[src/rtl/simon_sequencer_if.sv]
// rtl/simon_sequencer_if.sv - game-side signals of simon_sequencer: button pulses in, lamps and status out
interface simon_sequencer_if;
  logic       start;
  logic [3:0] btn_press;
  logic [3:0] lamp;
  logic [4:0] level;
  logic [2:0] phase;
  logic       game_over;
  logic       game_won;

  modport master (
    output start, btn_press,
    input  lamp, level, phase, game_over, game_won
  );

  modport slave (
    input  start, btn_press,
    output lamp, level, phase, game_over, game_won
  );
endinterface

[src/rtl/simon_sequencer.sv]
// rtl/simon_sequencer.sv - Simon game controller; the colour sequence is regenerated from an LFSR seed
// on every playback and check pass rather than stored.
module simon_sequencer #(
  parameter int MAX_LEN       = 16,
  parameter int TICK_DIV      = 250000,
  parameter int ON_TICKS      = 2,
  parameter int OFF_TICKS     = 1,
  parameter int TIMEOUT_TICKS = 20
) (
  input logic              clk,
  input logic              rst,
  simon_sequencer_if.slave bus
);
  typedef enum logic [2:0] {
    IDLE     = 3'd0,
    GAP      = 3'd1,
    SHOW_ON  = 3'd2,
    SHOW_OFF = 3'd3,
    INPUT    = 3'd4,
    ECHO     = 3'd5,
    FAIL     = 3'd6,
    WIN      = 3'd7
  } state_t;

  localparam int          PW   = (TICK_DIV > 1) ? $clog2(TICK_DIV) : 1;
  localparam logic [15:0] TAPS = 16'hB400;

  state_t        state, state_nx;
  logic [PW-1:0] pre, pre_nx;
  logic [15:0]   tcnt, tcnt_nx;
  logic [15:0]   seed_ctr, seed, seed_nx, lfsr, lfsr_nx;
  logic [4:0]    idx, idx_nx, level_nx;
  logic [3:0]    lamp_nx;
  logic          tick, done_on, done_off, done_to, idx_last;

  function automatic logic [15:0] lfsr_step(input logic [15:0] v);
    return {1'b0, v[15:1]} ^ (v[0] ? TAPS : 16'h0000);
  endfunction

  function automatic logic [3:0] onehot(input logic [1:0] c);
    return 4'b0001 << c;
  endfunction

  assign tick     = (pre == PW'(TICK_DIV - 1));
  assign done_on  = tick && (tcnt == 16'(ON_TICKS - 1));
  assign done_off = tick && (tcnt == 16'(OFF_TICKS - 1));
  assign done_to  = tick && (tcnt == 16'(TIMEOUT_TICKS - 1));
  assign idx_last = ({1'b0, idx} + 6'd1) >= {1'b0, bus.level};

  always_comb begin
    state_nx = state;
    seed_nx  = seed;
    lfsr_nx  = lfsr;
    idx_nx   = idx;
    level_nx = bus.level;
    pre_nx   = tick ? '0 : pre + PW'(1);
    tcnt_nx  = tick ? tcnt + 16'd1 : tcnt;
    lamp_nx  = 4'b0000;

    if (bus.start) begin
      seed_nx  = (seed_ctr == 16'h0000) ? 16'h0001 : seed_ctr;
      level_nx = 5'd1;
      idx_nx   = 5'd0;
      state_nx = GAP;
    end else begin
      case (state)
        GAP: if (done_off) begin
          state_nx = SHOW_ON;
          idx_nx   = 5'd0;
          lfsr_nx  = seed;
        end
        SHOW_ON: if (done_on) state_nx = SHOW_OFF;
        SHOW_OFF: if (done_off) begin
          lfsr_nx = lfsr_step(lfsr);
          idx_nx  = idx + 5'd1;
          if (idx_last) begin
            state_nx = INPUT;
            idx_nx   = 5'd0;
            lfsr_nx  = seed;
          end else begin
            state_nx = SHOW_ON;
          end
        end
        // a press landing on the timeout tick still counts as a press
        INPUT: if (bus.btn_press != 4'b0000) begin
          state_nx = (bus.btn_press == onehot(lfsr[1:0])) ? ECHO : FAIL;
        end else if (done_to) begin
          state_nx = FAIL;
        end
        ECHO: if (done_on) begin
          lfsr_nx = lfsr_step(lfsr);
          idx_nx  = idx + 5'd1;
          if (!idx_last) begin
            state_nx = INPUT;
          end else if (bus.level == 5'(MAX_LEN)) begin
            state_nx = WIN;
          end else begin
            state_nx = GAP;
            level_nx = bus.level + 5'd1;
            idx_nx   = 5'd0;
          end
        end
        default: ;
      endcase
    end

    // every state entry (including a restart into GAP) restarts the tick timebase
    if (bus.start || (state_nx != state)) begin
      pre_nx  = '0;
      tcnt_nx = '0;
    end

    case (state_nx)
      SHOW_ON, ECHO: lamp_nx = onehot(lfsr_nx[1:0]);
      FAIL:          lamp_nx = tcnt_nx[0] ? 4'b0000 : 4'b1111;
      WIN:           lamp_nx = onehot(tcnt_nx[1:0]);
      default:       lamp_nx = 4'b0000;
    endcase
  end

  always_ff @(posedge clk or posedge rst) begin
    if (rst) seed_ctr <= 16'h0001;
    else     seed_ctr <= seed_ctr + 16'd1;
  end

  always_ff @(posedge clk or posedge rst) begin
    if (rst) begin
      state         <= IDLE;
      pre           <= '0;
      tcnt          <= '0;
      seed          <= 16'h0001;
      lfsr          <= 16'h0001;
      idx           <= '0;
      bus.level     <= '0;
      bus.lamp      <= '0;
      bus.phase     <= IDLE;
      bus.game_over <= 1'b0;
      bus.game_won  <= 1'b0;
    end else begin
      state         <= state_nx;
      pre           <= pre_nx;
      tcnt          <= tcnt_nx;
      seed          <= seed_nx;
      lfsr          <= lfsr_nx;
      idx           <= idx_nx;
      bus.level     <= level_nx;
      bus.lamp      <= lamp_nx;
      bus.phase     <= state_nx;
      bus.game_over <= (state_nx == FAIL);
      bus.game_won  <= (state_nx == WIN);
    end
  end
endmodule
[src/flat_wrapper.sv]
// flat-port wrapper written by rule: the top's interface ports become plain ports
module simon_sequencer_flat 
#(
  parameter int MAX_LEN       = 16,
  parameter int TICK_DIV      = 250000,
  parameter int ON_TICKS      = 2,
  parameter int OFF_TICKS     = 1,
  parameter int TIMEOUT_TICKS = 20
)
  (clk, rst, bus_start, bus_btn_press, bus_lamp, bus_level, bus_phase, bus_game_over, bus_game_won);
  simon_sequencer_if bus_i ();
  input logic clk;
  input logic rst;
  input wire logic [$bits(bus_i.start)-1:0] bus_start;
  input wire logic [$bits(bus_i.btn_press)-1:0] bus_btn_press;
  output wire logic [$bits(bus_i.lamp)-1:0] bus_lamp;
  output wire logic [$bits(bus_i.level)-1:0] bus_level;
  output wire logic [$bits(bus_i.phase)-1:0] bus_phase;
  output wire logic [$bits(bus_i.game_over)-1:0] bus_game_over;
  output wire logic [$bits(bus_i.game_won)-1:0] bus_game_won;
  assign bus_i.start = bus_start;
  assign bus_i.btn_press = bus_btn_press;
  assign bus_lamp = bus_i.lamp;
  assign bus_level = bus_i.level;
  assign bus_phase = bus_i.phase;
  assign bus_game_over = bus_i.game_over;
  assign bus_game_won = bus_i.game_won;
  simon_sequencer #(.MAX_LEN(MAX_LEN), .TICK_DIV(TICK_DIV), .ON_TICKS(ON_TICKS), .OFF_TICKS(OFF_TICKS), .TIMEOUT_TICKS(TIMEOUT_TICKS)) u_core (.clk(clk), .rst(rst), .bus(bus_i));
endmodule
[config.mk]
export PLATFORM = sky130hd
export DESIGN_NAME = simon_sequencer_flat
export DESIGN_NICKNAME = d
export VERILOG_FILES = /design/src/rtl/simon_sequencer_if.sv /design/src/rtl/simon_sequencer.sv /design/src/flat_wrapper.sv
export SDC_FILE = /design/constraint.sdc
export NUM_CORES = 1
export LEC_CHECK = 0
export BUFFER_PORTS_ARGS = -buffer_cell sky130_fd_sc_hd__buf_2
export CAP_MARGIN = 30
export CORE_AREA = 4 4 92 158
export CTS_CLUSTER_DIAMETER = 50
export DETAILED_ROUTE_END_ITERATION = 6
export DIE_AREA = 0 0 96 162
export GPL_ROUTABILITY_DRIVEN = 0
export HOLD_SLACK_MARGIN = 0.06
export SYNTH_ARGS = -nofsm -noshare
export SYNTH_HDL_FRONTEND = slang
export SYNTH_SLANG_ARGS = --single-unit
[constraint.sdc]
create_clock -name clk -period 10 [get_ports clk]
set_input_delay 1 -clock clk [delete_from_list [all_inputs] [get_ports clk]]
set_output_delay 1 -clock clk [all_outputs]
set_load 0.02 [all_outputs]
# Yosys cells after proc, flatten, opt, wreduce, memory -nomap -nowiden
# Index checks and enable logic that the tools add are counted.
dict set report totals {
  out_inout_bits 14
  word_cells 103
  inputBits 7
  ff_bits 101
}
dict set report classes {
  n_reduce_logical 17
  n_eq_ne 22
  shift 3
  n_addsub 6
  muxes 39
  magnitude_cmp 1
  n_bitwise 2
}
# operator count
set ops {}
lappend ops {{2-to-1 mux 16 bit} 8}
lappend ops {{2-to-1 mux 5 bit} 12}
lappend ops {{one-hot mux 16 bit (3 select lines)} 1}
lappend ops {{2-to-1 mux 18 bit} 2}
lappend ops {{adder 16 x 1 -> 16 bit (second input constant)} 2}
lappend ops {{logical NOT 16 bit} 2}
lappend ops {{2-to-1 mux 3 bit} 10}
lappend ops {{adder 18 x 1 -> 18 bit (second input constant)} 1}
lappend ops {{equality test 18 bit (second input constant)} 1}
lappend ops {{equality test 16 x 1 -> 1 bit (second input constant)} 1}
lappend ops {{equality test 16 x 5 -> 1 bit (second input constant)} 1}
lappend ops {{XOR 15 x 16 -> 16 bit} 1}
lappend ops {{equality test 3 bit (second input constant)} 5}
lappend ops {{one-hot mux 3 bit (5 select lines)} 1}
lappend ops {{one-hot mux 5 bit (3 select lines)} 1}
lappend ops {{one-hot mux 4 bit (3 select lines)} 1}
lappend ops {{<< shifter 1 x 2 -> 4 bit (first input constant)} 3}
lappend ops {{adder 5 x 1 -> 5 bit (second input constant)} 2}
lappend ops {{equality test 3 x 2 -> 1 bit (second input constant)} 3}
lappend ops {{!= test 3 x 2 -> 1 bit (second input constant)} 3}
lappend ops {{AND reduction 4 bit} 2}
lappend ops {{nonzero test 2 bit} 4}
lappend ops {{nonzero test 4 bit} 2}
lappend ops {{adder 5 x 1 -> 6 bit (second input constant)} 1}
lappend ops {{15 further kinds} 20}

# Longest topological paths before layout
dict set report depth {
  word_depth 11
  ltp_mapped 16
  mapped_depth_nobuf 15
}

# Worst setup path before layout
# No wires, ideal clock.
dict set report synth_path {
  kind {register to register}
  startpoint {register u_core.idx[0]}
  endpoint {register u_core.pre[10]}
  stages_incl_launch_ff 17
  arrival_time_ns 3.084
  t_required_ns 9.877
  synth_period_minus_slack_ns 3.207
  slack_ns 6.793
  path_buffers 3
  setup_time_ns 0.123
  cell_sequence {dfrtp_1 ha_1 nand3_1 xnor2_1 ha_1 and3_1 a211oi_1 o211ai_1 and3_1 o22a_2 a2111oi_2 or4_1 buf_4 nand2b_4 buf_6 buf_12 nor2_4}
}
dict set report synth_via {
  elab_chain_len 9
  elab_cells_between_ends 11
  cone_classes {1 x add/sub; 1 x order compare; 1 x eq/ne; 7 x mux; 1 x reduce/logical}
}
# item line_no
set synth_lines {}
lappend synth_lines {{from (decl)} simon_sequencer.sv:32} ;# logic [4:0] idx, idx_nx, level_nx;
lappend synth_lines {{from (signal assigned)} simon_sequencer.sv:145} ;# idx <= idx_nx;
lappend synth_lines {{adder 5 x 1 -> 6 bit *} simon_sequencer.sv:48} ;# assign idx_last = ({1'b0, idx} + 6'd1) >= {1'b0, bus.level};
lappend synth_lines {{>= comparator 6 x 5 -> 1 bit *} simon_sequencer.sv:48}
lappend synth_lines {{2-to-1 mux 3 bit, on equally long branches} {simon_sequencer.sv:93, simon_sequencer.sv:76}}
lappend synth_lines {{2-to-1 mux 3 bit, on equally long branches} {simon_sequencer.sv:90, simon_sequencer.sv:73}}
lappend synth_lines {{one-hot mux 3 bit (5 select lines) *} simon_sequencer.sv:66} ;# case (state)
lappend synth_lines {{2-to-1 mux 3 bit *} simon_sequencer.sv:60} ;# if (bus.start) begin
lappend synth_lines {{!= test 3 bit *} simon_sequencer.sv:108} ;# if (bus.start || (state_nx != state)) begin
lappend synth_lines {{logical OR 1 bit *} simon_sequencer.sv:108}
lappend synth_lines {{2-to-1 mux 18 bit *} simon_sequencer.sv:108}
lappend synth_lines {{net u_core.pre_nx[10]} simon_sequencer.sv:29} ;# logic [PW-1:0] pre, pre_nx;
lappend synth_lines {{to (signal assigned)} simon_sequencer.sv:141} ;# pre <= pre_nx;
lappend synth_lines {{to (decl)} simon_sequencer.sv:29}
# The timed path passes the listed nets; every way through them passes the cells marked *.
# A chain may end at the register's enable or synchronous reset.

# Final worst setup path
dict set report layout_path {
  startpoint {register u_core.idx[0]}
  endpoint {register u_core.pre[5]}
}
# The elaborated chain is that of the path after synthesis.

==> results.env <==
WORST-ENDPOINT-REQUIRED_PS=10210
FINAL-INSTANCE-COUNT-EXCL-FILL=702
MAX_CLOCK_FREQ_GHz=0.256
GRT_USE_TOTAL_PCT=14.9
RUN_STATUS='finished clean'
PORTION_OF_THE_CLOCK_CYCLE_CONSUMED_BY_THE_WORST_PATH_IN_THE_FINAL_LAYOUT_PCT=39.0
FIN_UTIL_PCT=42.6
GRT_PASS1_VIAS=3818
DIE-AREA_SQ_UM=15600
CTS.HTREE.LEVELS=3
CRITICAL_PATH.REG2REG.ENDPOINT='u_core.pre[5]'
TIMING.HOLD.WORST_PATH_DEPTH=1
MAX_CAP_VIOL_COUNT=0
PLACEMENT_ROWS=56
GRT_OVERFLOW_TOTAL=0
DP_CELL_COUNT=686
SEQPWRFRAC_PCT=54.4
YOSYS_WARNINGS=0
TIMING_WORST_SETUP_PATH_TYPE='reg2reg'
CLOCKBUFFERDEPTH=2
LAYOUT_SETUP_WS_PS=6100
DRTANTENNAVIOLNETS=0
IR_WORST_VDD_V=0.0000724
PLACE.DETAILED.HPWL_UM=7760
NUMCLOCKSINKS=101
IOS=21
FINAL_COMMON_CELL='sky130_fd_sc_hd__dfrtp_1'
CLK-INSERTION-DELAY-LATE_PS=340
POST_CTS_RESIZED=0
MAX_SLEW.WORST_PIN.SLEW_PS=768
TIMING_HOLD_VIOLATIONS_FINAL=0
FINAL.MIN_CLOCK_PERIOD_PS=3900
POWER.SHARE.CLOCK_PCT=42.7
POWER.STATIC_LEAKAGE_uW=0.00251
POST_CTS.REPAIR.SETUP_BUFFERS=0
FIRST_ITER_VIOLATIONS=232
PIN_COUNT_OF_THE_BIGGEST_NET_ENTERING_GLOBAL_ROUTING=61
AVGVIACOUNTPERCELL=5.22
SYNTH_SEQUENTIAL_AREA_RATIO_PCT=48.8
POST_SYNTHESIS_SEQUENTIAL_ELEMENT_COUNT=101
FIRSTDRTPASSITERS=4
TIMING.HOLD.WORST_ENDPOINT='u_core.pre[0]'
POST_SYNTH_TOP_FLOP='sky130_fd_sc_hd__dfrtp_1'
MOST-COMMON-LAYOUT-CELLS='sky130_fd_sc_hd__dfrtp_1, sky130_fd_sc_hd__nor2_1, sky130_fd_sc_hd__nand2_1, sky130_fd_sc_hd__xnor2_1, sky130_fd_sc_hd__nand3_1'
FIN_TNS_SETUP_PS=0
ANTENNA_FOUND_INITIAL=0
PLACEABLECOREAREA_SQ_UM=13400
R2R_SETUP_SLACK_PS=6100
POWER.TOTAL_uW=757
CELL_INTERNAL_PWR_uW=585
CLOCKROOTBUFFER='sky130_fd_sc_hd__clkbuf_16'
CRITICAL_PATH_PEAK_FANOUT=18
ANTENNA_CELLS=0
NETS=544
HOLD_PATH_CLASS='reg2reg'
VIAS=3667
SYN_AREA_PER_CELL_SQ_UM=10.2
WORST_SLEW_MARGIN_REL_PCT=48.8
PRE_CTS_SLACK_PS=6090
YOSYSUNIQUECELLTYPES=59
FLOORPLAN.INITIALDENSITY_PCT=38.7
CTS_MADE_BUFFERS=9
SETUP_VIOL_COUNT_FINAL=0
POST_ROUTE_SKEW_PS=9.86
WIRE_LENGTH_OF_THE_FIRST_GLOBAL_ROUTING_PASS_UM=18600
TRITONCTS='built'
PLACEMENT.IO_BUFFERS=20
WORST_SETUP_SP_TYPE='flop'
CRITICAL_PATH_ARRIVAL_PS=4110
SYN-CELL-AREA_SQ_UM=5180
LAYOUT-DRIVE-GT1-SHARE_PCT=15.2
DIE_X_UM=96
POWER_DENSITY_nW_PER_UM2=133
DIE_HEIGHT_UM=162
SYNTH_EDF_COUNT=0
CRIT_PATH_END_KIND='flop'
REPORT.FINAL.SLEW_VIOL_COUNT=0
SYN-NUM-NETS=530
FLOW.AREA_GROWTH_FROM_SYNTHESIS_PCT=9.87
TOTAL_SWITCHING_POWER_uW=173
ASYNCSETRESETFLOPFRACSYNTH_PCT=100
ROUTE.DETAILED.DRC=0
TIMING.REG2REG.WORST_PATH_DEPTH=13
POWER.SHARE.COMBINATIONAL_PCT=2.9
WL_PER_CELL_UM=15.0
SYNTH_CELLS=509
MIN_FROM='u_core.pre[0]'
POWER.SWITCHING_FRACTION_PCT=22.8
TIMING.RR.START='u_core.idx[0]'
RSZ_0062_RAISED_AFTER_GLOBAL_ROUTING='no'
DETAIL_ROUTE.WIRELENGTH_UM=10500
CTSHOLDBUFFERS=0
CLKSLEWWORSTSETUPHOLDPATHS_PS=70
==> per-stage QoR <==
step	hold slack (ps)	cell area, sq um
floorplan	435	5180
global placement	457	5420
detailed placement	455	5430
CTS	470	5700
global route	485	5700
finish	469	5700
==> sequential cells by signal, indices dropped and copies added (netlist names), 4 cells and up <==
name / cells
u_core.bus.lamp: 4
u_core.seed: 16
u_core.bus.level: 5
u_core.seed_ctr: 16
u_core.idx: 5
u_core.lfsr: 16
u_core.tcnt: 16
u_core.pre: 18
==> metal layers <==
| layer | up-vias | routed length (um) | share of wire, % | track usage (%) |
|---|---|---|---|---|
| met5 | - | 0 | 0 | 0 |
| met4 | 0 | 171 | 1.6 | 4.60 |
| met3 | 11 | 394 | 3.7 | 3.48 |
| met2 | 43 | 5510 | 52 | 25.4 |
| met1 | 1815 | 4430 | 42 | 18.4 |
| li1 | 1798 | - | - | - |
==> logic make-up (layout without fill, tap and decap cells) <==
family / count (synthesis) / after routing / synth area share [%]
mux: 17 / 17 / 3.64
compound gates: 74 / 74 / 9.82
flops: 101 / 101 / 48.8
simple gates: 209 / 209 / 21.7
fa+ha+maj: 14 / 14 / 3.38
buf+inv: 39 / 58 / 3.36
xor+xnor: 55 / 55 / 9.29
==> worst max-delay path by stage <==
stage	start	end	slack [ps]	depth (start not counted)
2_1_floorplan	rst	u_core.bus.game_over	6360	1
3_3_place_gp	u_core.idx[0]	u_core.pre[7]	6210	13
3_5_place_dp	u_core.idx[0]	u_core.pre[5]	6090	13
4_1_cts	u_core.idx[0]	u_core.pre[5]	6060	13
5_1_grt	u_core.idx[0]	u_core.pre[2]	5690	13
6_report	u_core.idx[0]	u_core.pre[5]	6100	13
==> worst max-delay path, stage by stage, from the launching register on <==
cell                        delay (ps)
sky130_fd_sc_hd__dfrtp_1           410
sky130_fd_sc_hd__ha_1              210
sky130_fd_sc_hd__nand3_1           100
sky130_fd_sc_hd__xnor2_1           220
sky130_fd_sc_hd__ha_1              290
sky130_fd_sc_hd__and3_1            150
sky130_fd_sc_hd__a211oi_1          290
sky130_fd_sc_hd__o211ai_1          210
sky130_fd_sc_hd__and3_1            230
sky130_fd_sc_hd__o22a_2            230
sky130_fd_sc_hd__a2111oi_2         280
sky130_fd_sc_hd__or4_1             570
sky130_fd_sc_hd__nand2b_4          480
sky130_fd_sc_hd__nor2_1            100
==> power by group through the flow <==
stage               clock [uW]  sequential, uW  combinational (uW)
floorplan                    0             420                17.8
global placement             0             420                22.3
detailed placement           0             420                22.7
CTS                        329             412                22.8
global route               347             412                25.4
finish                     323             412                21.8
==> area by class of cell <==
| cell class | count | area, sq um |
|---|---|---|
| fill | 1285 | 7690 |
| sequential | 101 | 2530 |
| multi-input combinational | 369 | 2480 |
| clock buffer | 10 | 229 |
| tap | 174 | 218 |
| timing repair buffer | 23 | 126 |
| inverter | 19 | 73.8 |
| clock inverter | 6 | 38.8 |
==> synth_stat cells (all sizes together), types with 3 or more instances <==
cell type   n  area [sq um]
mux2       15           169
a22oi      19           143
nand3      27           140
a22o        3          26.3
nand2b      5          38.8
xor2       24           210
nor2       69           327
nor2b       5          31.3
o22a        4          36.3
buf         4          42.5
nand2      43           161
nor3        7          35.0
clkbuf     16          60.1
nand4      15          93.8
nor4        7          62.6
ha         14           175
a21oi       6          33.8
nor4b       3          41.3
dfstp       3          78.8
dfrtp      98          2450
and3       17           106
o21ai      25           125
inv        19          71.3
xnor2      31           272
(Power assumes the default switching activity.)
